<file path="config.mk">
export PLATFORM = sky130hd
export DESIGN_NAME = ifid_stage_ctrl
export DESIGN_NICKNAME = d
export VERILOG_FILES = /design/src/rtl/ifid_stage_ctrl.sv
export SDC_FILE = /design/constraint.sdc
export NUM_CORES = 1
export LEC_CHECK = 0
export ABC_AREA = 1
export BUFFER_PORTS_ARGS = -buffer_cell sky130_fd_sc_hd__buf_2
export CORE_ASPECT_RATIO = 1.4
export CORE_MARGIN = 3
export CORE_UTILIZATION = 54
export DETAILED_ROUTE_END_ITERATION = 7
export HOLD_SLACK_MARGIN = 0.02
export PLACE_DENSITY = 0.8
export RECOVER_POWER = 100
export SLEW_MARGIN = 20
export SYNTH_ARGS = -nofsm -noshare
export SYNTH_HDL_FRONTEND = slang
export SYNTH_SLANG_ARGS = --single-unit
</file>
<file path="constraint.sdc">
create_clock -name clk -period 2.4 [get_ports clk]
set_clock_uncertainty 0.2 [all_clocks]
set_input_delay 0.24 -clock clk [delete_from_list [all_inputs] [get_ports clk]]
set_output_delay 0.24 -clock clk [all_outputs]
set_load 0.1 [all_outputs]
</file>
<file path="src/rtl/ifid_stage_ctrl.sv">
// IF/ID pipeline latch with a one-entry skid buffer.
// Executes the hazard unit's bubble and squash requests and drives the ID/EX load and instruction.
module ifid_stage_ctrl #(
  parameter int unsigned       WIDTH = 16,
  parameter logic [WIDTH-1:0] NOP   = 16'h0000,
  parameter int unsigned       CNT_W = 16
) (
  input  logic             clk,
  input  logic             rst_n,
  input  logic             fetch_valid,
  output logic             fetch_ready,
  input  logic [WIDTH-1:0] fetch_ir,
  input  logic [WIDTH-1:0] fetch_pc,
  input  logic             gen_bubble,
  input  logic             squash_ID,
  input  logic             stall,
  output logic [WIDTH-1:0] IF_ID_ir,
  output logic [WIDTH-1:0] IF_ID_pc,
  output logic             IF_ID_valid,
  output logic             id_ex_load,
  output logic [WIDTH-1:0] id_ex_ir,
  output logic [CNT_W-1:0] bubble_count
);

  typedef enum logic [1:0] {StEmpty, StFull, StSkid} state_e;

  state_e           state_q;
  logic [WIDTH-1:0] out_ir_q, out_pc_q;
  logic [WIDTH-1:0] skid_ir_q, skid_pc_q;
  logic [CNT_W-1:0] bubble_count_q;

  logic accept;
  logic hold;
  logic advance;

  // Ready depends on state alone so the fetch side sees no combinational path from hazards.
  assign fetch_ready = (state_q != StSkid);
  assign accept      = fetch_valid & fetch_ready;
  assign hold        = stall | gen_bubble;
  assign advance     = (state_q != StEmpty) & ~squash_ID & ~hold;

  always_ff @(posedge clk or negedge rst_n) begin
    if (!rst_n) begin
      state_q        <= StEmpty;
      out_ir_q       <= NOP;
      out_pc_q       <= '0;
      skid_ir_q      <= NOP;
      skid_pc_q      <= '0;
      bubble_count_q <= '0;
    end else if (squash_ID) begin
      // Squash wins over stall; a word accepted this cycle is dropped with the rest.
      state_q   <= StEmpty;
      out_ir_q  <= NOP;
      out_pc_q  <= '0;
      skid_ir_q <= NOP;
      skid_pc_q <= '0;
    end else begin
      if (gen_bubble && !stall && (bubble_count_q != '1)) begin
        bubble_count_q <= bubble_count_q + CNT_W'(1);
      end
      unique case (state_q)
        StEmpty: begin
          if (accept) begin
            state_q  <= StFull;
            out_ir_q <= fetch_ir;
            out_pc_q <= fetch_pc;
          end
        end
        StFull: begin
          if (!hold) begin
            if (accept) begin
              out_ir_q <= fetch_ir;
              out_pc_q <= fetch_pc;
            end else begin
              state_q <= StEmpty;
            end
          end else if (accept) begin
            state_q   <= StSkid;
            skid_ir_q <= fetch_ir;
            skid_pc_q <= fetch_pc;
          end
        end
        StSkid: begin
          if (!hold) begin
            state_q  <= StFull;
            out_ir_q <= skid_ir_q;
            out_pc_q <= skid_pc_q;
          end
        end
        default: state_q <= StEmpty;
      endcase
    end
  end

  assign IF_ID_valid  = (state_q != StEmpty);
  assign IF_ID_ir     = IF_ID_valid ? out_ir_q : NOP;
  assign IF_ID_pc     = out_pc_q;
  assign bubble_count = bubble_count_q;

  // Squash still loads ID/EX (with a NOP) even under a downstream stall.
  assign id_ex_load = rst_n & (squash_ID | ~stall);
  assign id_ex_ir   = advance ? out_ir_q : NOP;

endmodule

</file>
# Word-level counts from Yosys, hierarchy flattened
# Cells that the tools add are included.
# W data, S select, Z words.
op_classes:
  n_shift: 0
  mux: 27
  n_reduce_logical: 13
  mul: 0
  eq_ne: 9
  magnitude_cmp: 0
  add_sub_neg: 1
  n_bitwise: 9
  div_mod_pow: 0
ops:
  columns: ["operator", "count"]
  rows:
  - ["$mux W16", 18]
  - ["$pmux W16 S3", 2]
  - ["$add A16 B1 Y16 const B", 1]
  - ["$ne A16 B16 Y1 const B", 1]
  - ["$mux W2", 6]
  - ["$ne A3 B3 Y1 const B", 3]
  - ["$ne A4 B4 Y1 const B", 2]
  - ["$reduce_bool A2 Y1", 4]
  - ["$pmux W2 S3", 1]
  - ["$reduce_and A3 Y1", 2]
  - ["$and A1 B1 Y1", 4]
  - ["$reduce_and A4 Y1", 1]
  - ["$reduce_bool A4 Y1", 1]
  - ["$not A1 Y1", 3]
  - ["$eq A2 B1 Y1 const B", 1]
  - ["$eq A2 B2 Y1 const B", 1]
  - ["$logic_and A1 B1 Y1", 2]
  - ["$logic_not A2 Y1", 1]
  - ["$ne A2 B2 Y1 const B", 1]
  - ["$or A1 B1 Y1", 2]
  - ["$reduce_and A2 Y1", 1]
  - ["$logic_not A1 Y1", 1]
totals:
  ram_bits: 0
  ff_bits: 82
  out_inout_bits: 67
  latch_bits: 0
  n_memories: 0
  mem_bits_ro: 0
  inputBits: 38

# Logic depth before layout (Yosys ltp)
# Gate-level depths: netlist of run 1.
logic_depth:
  ltp_word: 6
  mapped_depth: 11
  mapped_depth_nobuf: 10

# Least setup slack after synthesis of run 1
# Ideal clock, no wire load.
synth_timing:
  path_type: "reg2out"
  start: "register state_q[0]"
  end: "output id_ex_ir[10]"
  required_ps: 1960
  t_arrival_ps: 3239
  path_stages_with_launch: 8
  slack_ps: -1279
  path_cell_list: "dfrtp_1 -> inv_1 -> ha_1 -> buf_2 -> inv_1 -> nand3_1 -> buf_2 -> nor2_1"
synth_between:
  elab_chain_cells: 4
synth_rtl:
  columns: ["item", "line", "text"]
  rows:
  - ["start, declared", "27", "state_e state_q;"]
  - ["start signal, assigned", "44", "state_q <= StEmpty;"]
  - ["start signal, assigned", "52", "state_q <= StEmpty;"]
  - ["start signal, assigned", "64", "state_q <= StFull;"]
  - ["$reduce_bool A2 Y1", null, null]
  - ["named net IF_ID_valid", "19", "output logic IF_ID_valid,"]
  - ["$and A1 B1 Y1 (2 in series)", "40", "assign advance = (state_q != StEmpty) & ~squash_ID & ~hold;"]
  - ["$mux W16", "102", "assign id_ex_ir = advance ? out_ir_q : NOP;"]
  - ["end, declared", "21", "output logic [WIDTH-1:0] id_ex_ir,"]
# The timed path passes the listed nets, and every way through them passes these cells.

# Worst setup path in the final report of run 1
layout_timing:
  start: "register state_q[0]"
  end: "output fetch_ready"
layout_between:
  elab_chain_cells: 1
layout_rtl:
  columns: ["item", "line", "text"]
  rows:
  - ["$ne A2 B2 Y1", "37", "assign fetch_ready = (state_q != StSkid);"]
  - ["end, declared", "11", "output logic fetch_ready,"]
# No other way between the ends.

==> results of run 1 <==
state kept, by name (all words and copies together), names as in the netlist:
| signal | flops |
|---|---|
| IF_ID_pc | 16 |
| bubble_count | 16 |
| out_ir_q | 16 |
| skid_ir_q | 16 |
| skid_pc_q | 16 |
| state_q | 2 |
area by class of cell:
class | instances | area share (%)
multi-input combinational | 400 | 35.9
sequential | 82 | 35.1
timing repair buffer | 146 | 17.1
inverter | 79 | 5.14
clock buffer | 10 | 4.09
tap | 102 | 2.18
clock inverter | 1 | 0.514
logic make-up (layout without fill, tap and decap cells):
kind of cell | Yosys count | in the layout | synth area share (%)
AOI/OAI and AO/OA | 99 | 100 | 11.7
xor gates and xnor gates | 1 | 1 | 0.193
adders and majority gates | 6 | 6 | 1.65
buffers and inverters | 114 | 236 | 11.5
DFF | 82 | 82 | 45.2
and+or+nand+nor | 293 | 293 | 29.8
worst min-delay path, stage by stage:
cell and delay [ps]:
buf_2 110, nand2_1 80, o21ai_0 80
power by group through the flow:
| stage | registers (mW) | logic [mW] | clock network, mW |
|---|---|---|---|
| floorplan | 2.93 | 1.86 | 0 |
| finish | 1.92 | 3.41 | 1.29 |
| global placement | 1.93 | 3.33 | 0 |
| global route | 1.97 | 3.61 | 1.35 |
| CTS | 1.92 | 3.47 | 1.31 |
| detailed placement | 1.93 | 3.39 | 0 |
metrics by stage:
stage | util, % | setup WS, ps | hold WS [ps] | cells
6_report | 71.3 | 99.1 | 25.6 | 820
5_1_grt | 71.3 | 4.56 | 46.6 | 820
4_1_cts | 73.6 | 32.2 | 21.6 | 816
3_5_place_dp | 66.2 | -60.6 | 116 | 773
3_3_place_gp | 66.2 | 17.6 | 116 | 773
2_1_floorplan | - | -256 | -256 | 595
layer usage:
metal	vias to the layer above	track usage (%)	wire, microns
li1	2132	-	-
met4	0	11.4	388
met3	38	4.39	800
met5	-	0	0
met1	2092	30.3	4640
met2	193	44.5	6030
worst max path at each step:
stage                     startpoint           end  slack, ps
after floorplan           state_q[0]  IF_ID_ir[10]       -260
after global placement    state_q[1]  IF_ID_pc[15]         20
after detailed placement  state_q[1]   IF_ID_pc[0]        -60
after CTS                 state_q[0]  id_ex_ir[11]         30
after global routing      state_q[0]   fetch_ready          5
final                     state_q[0]   fetch_ready        100
timing repair:
action / CTS / global route
hold endpoints to repair: 111 / 0
hold buffers: 30 / 0
pin swaps: 1 / 1
endpoints found under the setup margin: 49 / 48
resized for setup: 1 / 2
cloned: 1 / 0
buffers inserted: 1 / 4
layout by cell type, fill, tap and decap left out, types with 2 or more instances in the layout:
master,instances
ha_1,4
o21ai_1,6
nand3_1,72
buf_12,2
nand2_1,142
clkbuf_4,2
clkbuf_2,18
a21oi_1,30
nor2_1,38
buf_2,38
clkbuf_16,9
inv_2,4
dlygate4sd3_1,30
inv_1,74
buf_4,6
o21ai_0,57
nand3_2,16
a21oi_4,2
dfrtp_1,82
clkbuf_1,33
clkbuf_8,2
nor2_4,19
buf_6,16
==> key figures, run 1 <==
Die
  • Cell Rows: 39
  • # IOs: 105
  • Initial Util: 55.4%
  • DIE WIDTH: 83.5 microns
  • Die height: about 110 microns
  • Core Area: 8200 sq um
  • DIE AREA: 9570 sq um

STA
  • Setup violators final: 0
  • Slew HR: 8.07%
  • Fmax: around 430 MHz
  • RSZ-0062 raised after global routing: false
  • Tcrit/Tclk final: 95.9%
  • Tmin final: about 2300 ps
  • Final TNS setup: 0 ps
  • Max Transition Viols Final: 0
  • Final Hold Vio Count: 0
  • Slew @ Worst Pin: 1380 ps

Cells and area
  • # nets final: 762
  • Fill count: roughly 650
  • Number of diodes: 0
  • Fraction of layout instances using a drive strength above 1: 19.9%
  • Design area: 5850 sq um
  • Area Overhead vs Synth: 28.7%
  • Register area: 2050 sq um
  • Multi-input logic area: 2100 sq um

Global routing
  • Initial antenna violation count: 0
  • Vias in the first global route: 4181
  • All-Layer GR Usage: 25.3%
  • Largest net degree at the start of global routing: 60
  • First-pass GRT wire length: 19.6 mm
  • Total gr overflow: 0

Setup path
  • CP Buf/Inv Count: 4
  • Critical path depth in cells: 5
  • Crit start category: flop
  • R2r endpoint: out_ir_q[6]
  • Critical R2R Launch: state_q[0]
  • R2r worst-path depth: 10
  • Req. time, crit path: around 2000 ps
  • Crit-path cells: inv_2, ha_2, clkbuf_8, inv_1, clkbuf_4
  • Arr. time, crit path: between 1500 and 2000 ps
  • R2R Setup Slk: 200 ps
  • CP Class: flop to output pin
  • CP max FO: between 50 and 60
  • CP max stage cell: dfrtp_1
  • CP endpoint kind: output pin
  • Kind of cell adding the most delay to the critical path: buffers and inverters
  • Critical path's largest stage delay: 440 ps

Detailed routing
  • DR iter-0 viols: around 370
  • Pre-Repair DR Iteration Count: 8
  • DRC viols: 0
  • Post-DRT Antenna Nets: 0
  • Vias per cell: 5.43
  • Via count: 4455
  • Routed WL per cell: 14.5 microns
  • Final WL: approximately 12 mm

Power and ir drop
  • Post-route total power: 6.62 mW
  • Switching Share: 53.3%
  • Power density over cell area: 1130 nW/um^2
  • Net Sw Power: 3.53 mW
  • Gate power share: just over 50%
  • Clock power frac: 19.5%
  • Sequential share of power: just under 30%
  • Static leakage: 2.81 nW
  • Peak VDD IR: 0.000837 V
  • Internal power: between 3 and 4 mW

Flow run
  • # Max-Cap Violations: 0

Clocking
  • Cts bufs inserted: 9
  • Clk pin slew, worst setup/hold paths: roughly 60 ps
  • Longest Clk Path Bufs: 2
  • Clock sink count: 82
  • H-tree depth: 3
  • CTS tree: yes
  • Clk_lat worst skew: 330 ps
  • CTS root buf: clkbuf_16

Synth
  • Seq/Total Area, Yosys: 45.2%
  • Synth Cell Area: 4540 sq um
  • Synth cell count leaders: nand2_1 (142), dfrtp_1 (82), inv_1 (76)
  • Top cell type's share of synthesized area: between 40% and 50%
  • FF+latch count, synth: 82
  • Synth area leader: dfrtp_1
  • Syn avg cell area: 7.64 sq um
  • EDFF count, synth: 0
  • Distinct cells, synth: 27
  • Area contributors post-synth: dfrtp_1 (45%), nand2_1 (12%), nand3_1 (7.6%)
  • Synth async-reset ratio: 100%
  • Yosys warns: 0
  • Most common cell in the netlist: nand2_1
  • Top FF cell, synth: dfrtp_1
  • Syn Nets: 639
  • Cell count after synthesis: between 500 and 600

Min path
  • Hold Crit Endpoint: skid_pc_q[14]
  • Hold Path Origin: fetch_pc[14]
  • Cells on Worst Hold Path: 3
  • Min-Delay Path Class: input pin to flop

Outcome
  • Status: finished, final reports clean

Placed design
  • DP HPWL: 7.72 mm
  • Placed cell area: 5430 sq um
  • PortBufs: 104
  • RePlAce Congestion: 0.863
(Power assumes the default switching activity.)
==> run 2: changes to the inputs <==
- PLACE_DENSITY: 0.8 -> 0.81
==> run 2 against run 1 <==
Global-route usage rose by 1.5 points. Final area rose by 0.53%. Routed wire length rose by 5.6%. Combinational power barely moved. Clock-buffer cell count rose by 2. Flip-flop and latch count did not move. Clock power rose by 7%. Fmax fell by 1.3%.
==> key figures, run 2 (same netlist as run 1, synthesis figures left out) <==
Setup path
  • CP Class: flop to output pin
  • R2r worst-path depth: 8
  • Kind of cell adding the most delay to the critical path: buffers and inverters
  • Arr. time, crit path: 1890 ps
  • Req. time, crit path: 1960 ps
  • CP endpoint kind: output pin
  • Crit start category: flop
  • R2R Setup Slk: between 150 and 200 ps
  • CP Buf/Inv Count: 4
  • Crit-path cells: inv_2, ha_2, buf_6, inv_1, buf_2
  • CP max stage cell: dfrtp_1
  • CP max FO: 59
  • Critical R2R Launch: state_q[0]
  • R2r endpoint: skid_ir_q[14]
  • Critical path's largest stage delay: 430 ps

Placed design
  • Pre-CTS setup slack: -118 ps
  • RePlAce Congestion: 0.885
  • DP Cell Count: 776
  • PortBufs: 104
  • DP HPWL: around 8 mm
  • Placed cell area: between 5000 and 6000 sq um

Power and ir drop
  • Gate power share: 50.9%
  • Static leakage: 2.83 nW
  • Power density over cell area: 1150 nW/um^2
  • Clock power frac: 20.4%
  • Internal power: around 3.1 mW
  • Net Sw Power: 3.62 mW
  • Peak VDD IR: 0.00112 V
  • Switching Share: 53.7%
  • Sequential share of power: 28.7%

Global routing
  • Met2 GRT Util: 48.1%
  • M3 GR Usage: about 5%
  • Met1 usage: 30.2%
  • First-pass GRT wire length: 20.6 mm
  • Largest net degree at the start of global routing: 60
  • Vias in the first global route: 4463
  • Initial antenna violation count: 0
  • Busiest grt layer: met2
  • Total gr overflow: 0
  • All-Layer GR Usage: 26.8%

STA
  • Hold WS: 146 ps
  • Slew HR: 5.09%
  • Max Transition Viols Final: 0
  • Tcrit/Tclk final: 97.1%
  • Final Hold Vio Count: 0
  • Tmin final: 2330 ps
  • Slew @ Worst Pin: approximately 1400 ps
  • Setup violators final: 0
  • RSZ-0062 raised after global routing: true
  • Final WS setup: between 60 and 70 ps
  • Fmax: 429 MHz

Die
  • Initial Util: 55.4%
  • Core Area: 8200 sq um
  • Die height: 115 microns
  • DIE AREA: approximately 9600 sq um
  • DIE WIDTH: 83.5 microns
  • Cell Rows: 39
  • # IOs: 105

Clocking
  • Clock sink count: 82
  • Clk pin slew, worst setup/hold paths: 60 ps
  • Longest Clk Path Bufs: 2
  • CTS root buf: clkbuf_16
  • H-tree depth: 3
  • Clk_lat worst skew: around 340 ps
  • CTS tree: yes
  • Cts bufs inserted: 9

Min path
  • Hold Path Origin: squash_ID
  • Hold Crit Endpoint: state_q[0]
  • Min-Delay Path Class: input pin to flop
  • Cells on Worst Hold Path: 4

Detailed routing
  • Final WL: 12.5 mm
  • Post-DRT Antenna Nets: 0
  • Routed WL per cell: 15.1 microns
  • DRC viols: 0
  • Via count: 4549
  • Vias per cell: 5.47
  • DR iter-0 viols: just under 500
  • Pre-Repair DR Iteration Count: 5

Cells and area
  • Area Overhead vs Synth: 29.4%
  • Number of diodes: 0
  • Most frequent cells in the layout: nand2_1 (142), dfrtp_1 (82), nand3_1 (80), inv_1 (74), o21ai_0 (49)
  • Commonest non-fill, non-tap cell in the layout: nand2_1
  • Final non-filler cell total: roughly 830
  • Design area: 5880 sq um
  • # nets final: 768
  • Fraction of layout instances using a drive strength above 1: 19.2%

Flow run
  • # Max-Cap Violations: 0

Outcome
  • Status: finished, final reports clean
==> run 2: worst reg2reg max path, delay by kind of cell (launching register included) <==
kind | cells | cell delay [ps]
flip-flops | 1 | 430
AO/OA/AOI/OAI | 2 | 240
AND/OR/NAND/NOR | 2 | 420
adder cells (fa/ha/maj) | 1 | 290
buffers and inverters | 3 | 550
==> run 2: power by group through the flow <==
stage          clock, mW  sequential, mW  combinational (mW)
6_report            1.38            1.94                3.44
3_5_place_dp           0            1.94                3.41
5_1_grt             1.44            1.97                3.63
4_1_cts             1.39            1.92                3.49
2_1_floorplan          0            2.93                1.86
3_3_place_gp           0            1.93                3.33
==> run 2: area by class of cell <==
class	instances	area, sq um
tap	102	128
fill	642	2320
timing repair buffer	152	1040
multi-input combinational	400	2060
sequential	82	2050
inverter	79	300
clock buffer	12	246
clock inverter	4	51.3
==> run 2: worst max-delay path by stage <==
stage / from / endpoint / slack (ps) / cells past startpoint
5_1_grt: state_q[0] / fetch_ready / -7 / 5
6_report: state_q[0] / fetch_ready / 70 / 5
2_1_floorplan: state_q[0] / IF_ID_ir[10] / -260 / 5
3_5_place_dp: state_q[1] / IF_ID_pc[4] / -120 / 8
4_1_cts: state_q[0] / id_ex_ir[11] / 0.7 / 7
3_3_place_gp: state_q[1] / IF_ID_pc[14] / 20 / 8
==> run 2: layer usage <==
metal / vias to the layer above / part of all wire, %
met3: 31 / 6.5
li1: 2154 / -
met5: - / 0
met4: 0 / 3.0
met2: 217 / 52
met1: 2147 / 39
==> run 2: what timing repair did <==
item / CTS / global route
pin swaps: 1 / 2
hold endpoints to repair: 114 / 0
endpoints found under the setup margin: 49 / 44
setup buffers: 1 / 4
resized for setup: 1 / 0
cloned: 1 / 0
hold buffers: 33 / 0
==> run 2: stage by stage <==
step                      utilization [%]  TNS (ps)  total power, mW
final                                71.7         0             6.75
after global routing                 71.7     -6.51             7.05
after detailed placement             66.4     -2810             5.35
after floorplan                         -     -4090             4.79
after CTS                            74.4         0             6.80
after global placement               66.4         0             5.26
